$ cat src/rtl/prim_sel_encoder.sv
// Control-word to one-hot select encoder: programmable codebook match, then a
// lowest-index priority encode, in a 2-stage valid/ready pipeline. Optional
// hit/miss statistics counters are enabled with `define PRIM_SEL_STATS_EN.
module prim_sel_encoder #(
  parameter int unsigned N_SEL  = 19,
  parameter int unsigned W_PRIM = 32,
  parameter int unsigned IDX_W  = 5
) (
  input  logic              clk,
  input  logic              rst,
  input  logic              cb_wr_en,
  input  logic [IDX_W-1:0]  cb_wr_idx,
  input  logic [W_PRIM-1:0] cb_wr_data,
  input  logic              cb_clr,
  input  logic              in_valid,
  output logic              in_ready,
  input  logic [W_PRIM-1:0] in_word,
  output logic              out_valid,
  input  logic              out_ready,
  output logic [N_SEL-1:0]  out_sel,
  output logic [IDX_W-1:0]  out_idx,
  output logic              out_hit,
  output logic              out_multi,
  output logic [15:0]       hit_cnt,
  output logic [15:0]       miss_cnt
);

  logic [W_PRIM-1:0] cb_data_q [N_SEL];
  logic [W_PRIM-1:0] cb_data_d [N_SEL];
  logic [N_SEL-1:0]  cb_vld_q, cb_vld_d;

  logic              s1_full_q, s1_full_d;
  logic [N_SEL-1:0]  s1_match_q, s1_match_d;
  logic              s2_full_q, s2_full_d;
  logic [N_SEL-1:0]  s2_sel_q, s2_sel_d;
  logic [IDX_W-1:0]  s2_idx_q, s2_idx_d;
  logic              s2_hit_q, s2_hit_d;
  logic              s2_multi_q, s2_multi_d;

  logic              s2_adv_c;
  logic              accept_c;
  logic [N_SEL-1:0]  match_c;
  logic [N_SEL-1:0]  enc_sel_c;
  logic [IDX_W-1:0]  enc_idx_c;
  logic              enc_hit_c;
  logic              enc_multi_c;

  assign s2_adv_c  = !s2_full_q || out_ready;
  assign in_ready  = !s1_full_q || s2_adv_c;
  assign accept_c  = in_valid && in_ready;

  // Codebook update: clear dominates a simultaneous write; out-of-range writes drop.
  always_comb begin
    cb_data_d = cb_data_q;
    cb_vld_d  = cb_vld_q;
    if (cb_clr) begin
      cb_vld_d = '0;
    end else if (cb_wr_en && (cb_wr_idx < IDX_W'(N_SEL))) begin
      cb_data_d[cb_wr_idx] = cb_wr_data;
      cb_vld_d[cb_wr_idx]  = 1'b1;
    end
  end

  // Match against the current (pre-update) codebook contents.
  always_comb begin
    match_c = '0;
    for (int i = 0; i < N_SEL; i++) begin
      match_c[i] = cb_vld_q[i] && (cb_data_q[i] == in_word);
    end
  end

  // Lowest-index priority encode; a second match flags multi.
  always_comb begin
    enc_sel_c   = '0;
    enc_idx_c   = '0;
    enc_hit_c   = 1'b0;
    enc_multi_c = 1'b0;
    for (int i = 0; i < N_SEL; i++) begin
      if (s1_match_q[i]) begin
        if (enc_hit_c) begin
          enc_multi_c = 1'b1;
        end else begin
          enc_sel_c[i] = 1'b1;
          enc_idx_c    = IDX_W'(i);
        end
        enc_hit_c = 1'b1;
      end
    end
  end

  always_comb begin
    s1_full_d  = s1_full_q;
    s1_match_d = s1_match_q;
    s2_full_d  = s2_full_q;
    s2_sel_d   = s2_sel_q;
    s2_idx_d   = s2_idx_q;
    s2_hit_d   = s2_hit_q;
    s2_multi_d = s2_multi_q;
    if (s2_adv_c) begin
      s2_full_d = s1_full_q;
      if (s1_full_q) begin
        s2_sel_d   = enc_sel_c;
        s2_idx_d   = enc_idx_c;
        s2_hit_d   = enc_hit_c;
        s2_multi_d = enc_multi_c;
      end
      s1_full_d = 1'b0;
    end
    if (accept_c) begin
      s1_full_d  = 1'b1;
      s1_match_d = match_c;
    end
  end

  always_ff @(posedge clk) begin
    if (rst) begin
      for (int i = 0; i < N_SEL; i++) cb_data_q[i] <= '0;
      cb_vld_q   <= '0;
      s1_full_q  <= 1'b0;
      s1_match_q <= '0;
      s2_full_q  <= 1'b0;
      s2_sel_q   <= '0;
      s2_idx_q   <= '0;
      s2_hit_q   <= 1'b0;
      s2_multi_q <= 1'b0;
    end else begin
      for (int i = 0; i < N_SEL; i++) cb_data_q[i] <= cb_data_d[i];
      cb_vld_q   <= cb_vld_d;
      s1_full_q  <= s1_full_d;
      s1_match_q <= s1_match_d;
      s2_full_q  <= s2_full_d;
      s2_sel_q   <= s2_sel_d;
      s2_idx_q   <= s2_idx_d;
      s2_hit_q   <= s2_hit_d;
      s2_multi_q <= s2_multi_d;
    end
  end

  assign out_valid = s2_full_q;
  assign out_sel   = s2_sel_q;
  assign out_idx   = s2_idx_q;
  assign out_hit   = s2_hit_q;
  assign out_multi = s2_multi_q;

`ifdef PRIM_SEL_STATS_EN
  logic [15:0] hit_cnt_q, hit_cnt_d;
  logic [15:0] miss_cnt_q, miss_cnt_d;

  // Saturating per-handshake hit/miss counters; untouched by codebook clear.
  always_comb begin
    hit_cnt_d  = hit_cnt_q;
    miss_cnt_d = miss_cnt_q;
    if (s2_full_q && out_ready) begin
      if (s2_hit_q) begin
        if (hit_cnt_q != 16'hFFFF) hit_cnt_d = hit_cnt_q + 16'd1;
      end else begin
        if (miss_cnt_q != 16'hFFFF) miss_cnt_d = miss_cnt_q + 16'd1;
      end
    end
  end

  always_ff @(posedge clk) begin
    if (rst) begin
      hit_cnt_q  <= '0;
      miss_cnt_q <= '0;
    end else begin
      hit_cnt_q  <= hit_cnt_d;
      miss_cnt_q <= miss_cnt_d;
    end
  end

  assign hit_cnt  = hit_cnt_q;
  assign miss_cnt = miss_cnt_q;
`else
  assign hit_cnt  = '0;
  assign miss_cnt = '0;
`endif

endmodule

$ cat config.mk
export PLATFORM = sky130hd
export DESIGN_NAME = prim_sel_encoder
export DESIGN_NICKNAME = d
export VERILOG_FILES = /design/src/rtl/prim_sel_encoder.sv
export SDC_FILE = /design/constraint.sdc
export NUM_CORES = 2
export LEC_CHECK = 0
export ABC_CLOCK_PERIOD_IN_PS = 4400
export CELL_PAD_IN_SITES_DETAIL_PLACEMENT = 0
export CELL_PAD_IN_SITES_GLOBAL_PLACEMENT = 1
export CORE_MARGIN = 3
export CORE_UTILIZATION = 49
export DETAILED_ROUTE_END_ITERATION = 8
export MAX_ROUTING_LAYER = met4
export PLACE_DENSITY = 0.95
export SETUP_SLACK_MARGIN = 0.02
export SLEW_MARGIN = 20
export SYNTH_ARGS = -nofsm -noshare
export SYNTH_HDL_FRONTEND = slang
export SYNTH_SLANG_ARGS = --single-unit
$ cat constraint.sdc
create_clock -name clk -period 4.4 [get_ports clk]
set_input_delay 0.88 -clock clk [delete_from_list [all_inputs] [get_ports clk]]
set_output_delay 0.88 -clock clk [all_outputs]
set_load 0.02 [all_outputs]
==> metrics <==
area of the die 66300 um^2; layout cells sized above 1 7.40%; P_sw 3.36 mW; post-detailed-route wirelength per cell 23.2 um; gr ovfl total 0; Critical Path Fanout Max 3; TNS Setup 0 ns; Hold Violations, Final 0; switch share 25.3%; status finished clean; num ports 135; share of the synthesized area in the top cell type 43.6%; FF-to-FF Start s1_match_q[8]$_SDFFE_PP0P_; Slew Limit Headroom 31.1%; Max VDD drop 0.223 mV; post-synthesis adder-cell area fraction 0.129%; Max Transition Viols Final 0; Cell Pwr Density 382 nW/um^2; type of the most critical hold path flop to flop; CP required 3.52 ns; largest net degree at the start of global routing 117; post-synthesis mux area share 3.10%; post-CTS resize count 0; number of synthesized flops with an enable pin 0; Synth Area in Simple Gates 20.9%; Hold Slack 0.450 ns; worst-margin pin slew 1.03 ns; Max-Cap Viols 0; CP startpoint kind input port; first-pass GRT wire length 160000 um; Avg Cell Area, Syn 7.94 um^2; root buffer selected by CTS clkbuf_16; Hold Startpoint out_idx[4]$_SDFFE_PP0P_; Synth async-reset ratio 0%; post-synthesis sequential area ratio 43.6%; Worst Hold End out_idx[4]$_SDFFE_PP0P_; Initial DRC Count 3590; Cells on Worst Hold Path 2; RSZ-0062 raised after global routing false; Yosys top cell by area dfxtp_1; Crit Path Category input port to output pin; Final GP Congestion 0.951; fmax 330 MHz; DR pass1 iterations 5; Critical Path AT 2.15 ns; Synth Area in Compound Gates 10.0%; top cells by area, synth dfxtp_1 44%, xnor2_1 16%, nand2_1 13%; Num CTS Buffers 72; number of setup buffers added after CTS 0; Top FF cell, synth dfxtp_1; flop and latch count out of synthesis 674; Critical Path Sink Type output pin; Area growth, synth to finish 12.2%; initial antenna violation count 3; Global Route Usage Sum 33.0%; Starting Density 49.8%; CTS sink count 674; die width 257 um; clock skew 0.0292 ns; Clock Latency Late Sink 0.62 ns; Ys Warns 0; HPWL Detailed 64600 um; post-synthesis cell type count 52; Via Count 27200; Vias/cell 5.73; commonest non-fill, non-tap cell in the layout nand2_1; CTS tree built; Comb pwr share 8.8%; XOR/XNOR Fraction of Synth Area 17.1%; num rows 91; Setup violations, final 0; Worst R2R Setup Slack 2.18 ns; main combinational cell family by area after synthesis simple AND/OR/NAND/NOR gates; Routed Antenna Nets 0; sequential power share 46.4%; min Tclk post-route 3.03 ns; CTS Buffer Depth 3; Clk pwr share 44.8%; leak pwr 10.5 nW; final WL 110000 um; Synth Cell Area 31000 um^2; Fill cells 5770; P_int 9.90 mW; fin crit share 68.9%; Cells after Synth 3899; RR Endpoint out_multi$_SDFFE_PP0P_; H-tree levels 3; most frequent cells in the layout 1094 x nand2_1, 674 x dfxtp_1, 577 x xnor2_1; Die Span Y 257 um; DRC Markers 0; Reg2Reg Depth 5; Hold-fix buffers, CTS 0; IO buf count 102; Reg clk slew, reported paths 0.06 ns; Final Net Count 3937; area of the core 62200 um^2; vias in the first global route 24600
cell families (layout without fill, tap and decap cells):
| logic type | Yosys count | after routing |
|---|---|---|
| buf+inv | 370 | 346 |
| mux | 96 | 96 |
| flops | 674 | 674 |
| other cells | 1 | 35 |
| compound gates | 604 | 604 |
| fa+ha+maj | 4 | 4 |
| simple gates | 1544 | 1544 |
| xor+xnor | 606 | 606 |
routing by layer:
| metal | global-route usage, % | vias up | wire length [um] | share of wire (%) |
|---|---|---|---|---|
| met3 | 6.24 | 334 | 12600 | 11 |
| li1 | - | 12600 | - | - |
| met1 | 42.7 | 12800 | 42800 | 39 |
| met2 | 49.0 | 1483 | 47800 | 43 |
| met5 | - | - | 0 | 0 |
| met4 | 17.7 | 0 | 6800 | 6.2 |
through the flow:
stage	setup slack, ns	instances	power [mW]	cell area [um^2]	utilization, %
after floorplan	1.88	3930	6.94	31100	-
after global placement	1.15	4625	7.40	32500	52.2
after detailed placement	1.10	4625	7.41	32500	52.2
after CTS	1.37	4743	13.2	34700	55.9
after global routing	1.32	4746	13.6	34700	55.9
final	1.37	4746	13.3	34700	55.9
critical path, stage by stage:
cell	delay, ns
clkdlybuf4s50_1	0.46
nand3b_1	0.17
clkdlybuf4s50_1	0.64
worst max path at each step:
stage	from	endpoint	depth (start not counted)
after CTS	out_ready	in_ready	3
after global routing	out_ready	in_ready	3
after global placement	cb_clr	cb_data_q[78]$_SDFFE_PP0P_	6
final	out_ready	in_ready	3
after floorplan	in_word[23]	s1_match_q[4]$_SDFFE_PP0P_	7
after detailed placement	cb_wr_idx[1]	cb_data_q[8]$_SDFFE_PP0P_	7
power groups by stage:
stage	clock, mW	combinational [mW]	sequential (mW)
after CTS	5.97	1.13	6.15
after global placement	0	1.13	6.28
after global routing	6.22	1.19	6.15
after detailed placement	0	1.13	6.28
after floorplan	0	0.659	6.28
final	5.94	1.17	6.15
sequential cells by signal (all words and copies together) (netlist names):
register / count
out_valid: 1
out_idx: 5
out_multi: 1
out_hit: 1
out_sel: 19
cb_data_q: 608
s1_full_q: 1
cb_vld_q: 19
s1_match_q: 19
synth_stat cells (2+ instances only):
cell type,n
xnor2_1,577
or4_1,2
a211oi_1,2
a21oi_1,575
clkbuf_1,291
a311oi_1,2
nand4_1,136
nand3b_1,2
nor2_1,147
buf_6,3
a2111oi_0,2
a22oi_1,2
nand4b_1,2
nand2b_1,7
and2_1,3
nor4_2,2
nand2_1,1095
buf_2,20
xor2_1,29
nor4_1,39
buf_1,13
o21bai_1,3
dfxtp_1,674
o31ai_1,3
buf_4,35
o21ai_0,4
or4_4,2
nor3_1,39
mux2i_1,96
maj3_1,4
or2_2,3
nand3_1,50
inv_1,8
nor2b_1,9
layout make-up:
class	instances	area [um^2]	area share, %
inverters	8	30.0	0.0864
well taps	837	1050	3.01
clock inverters	8	65.1	0.187
diodes	3	7.51	0.0216
flip-flops and latches	674	13500	38.8
multi-input cells	2886	16100	46.3
repair buffers	220	1800	5.17
clock buffers	110	2210	6.36
(Power assumes the default switching activity.)
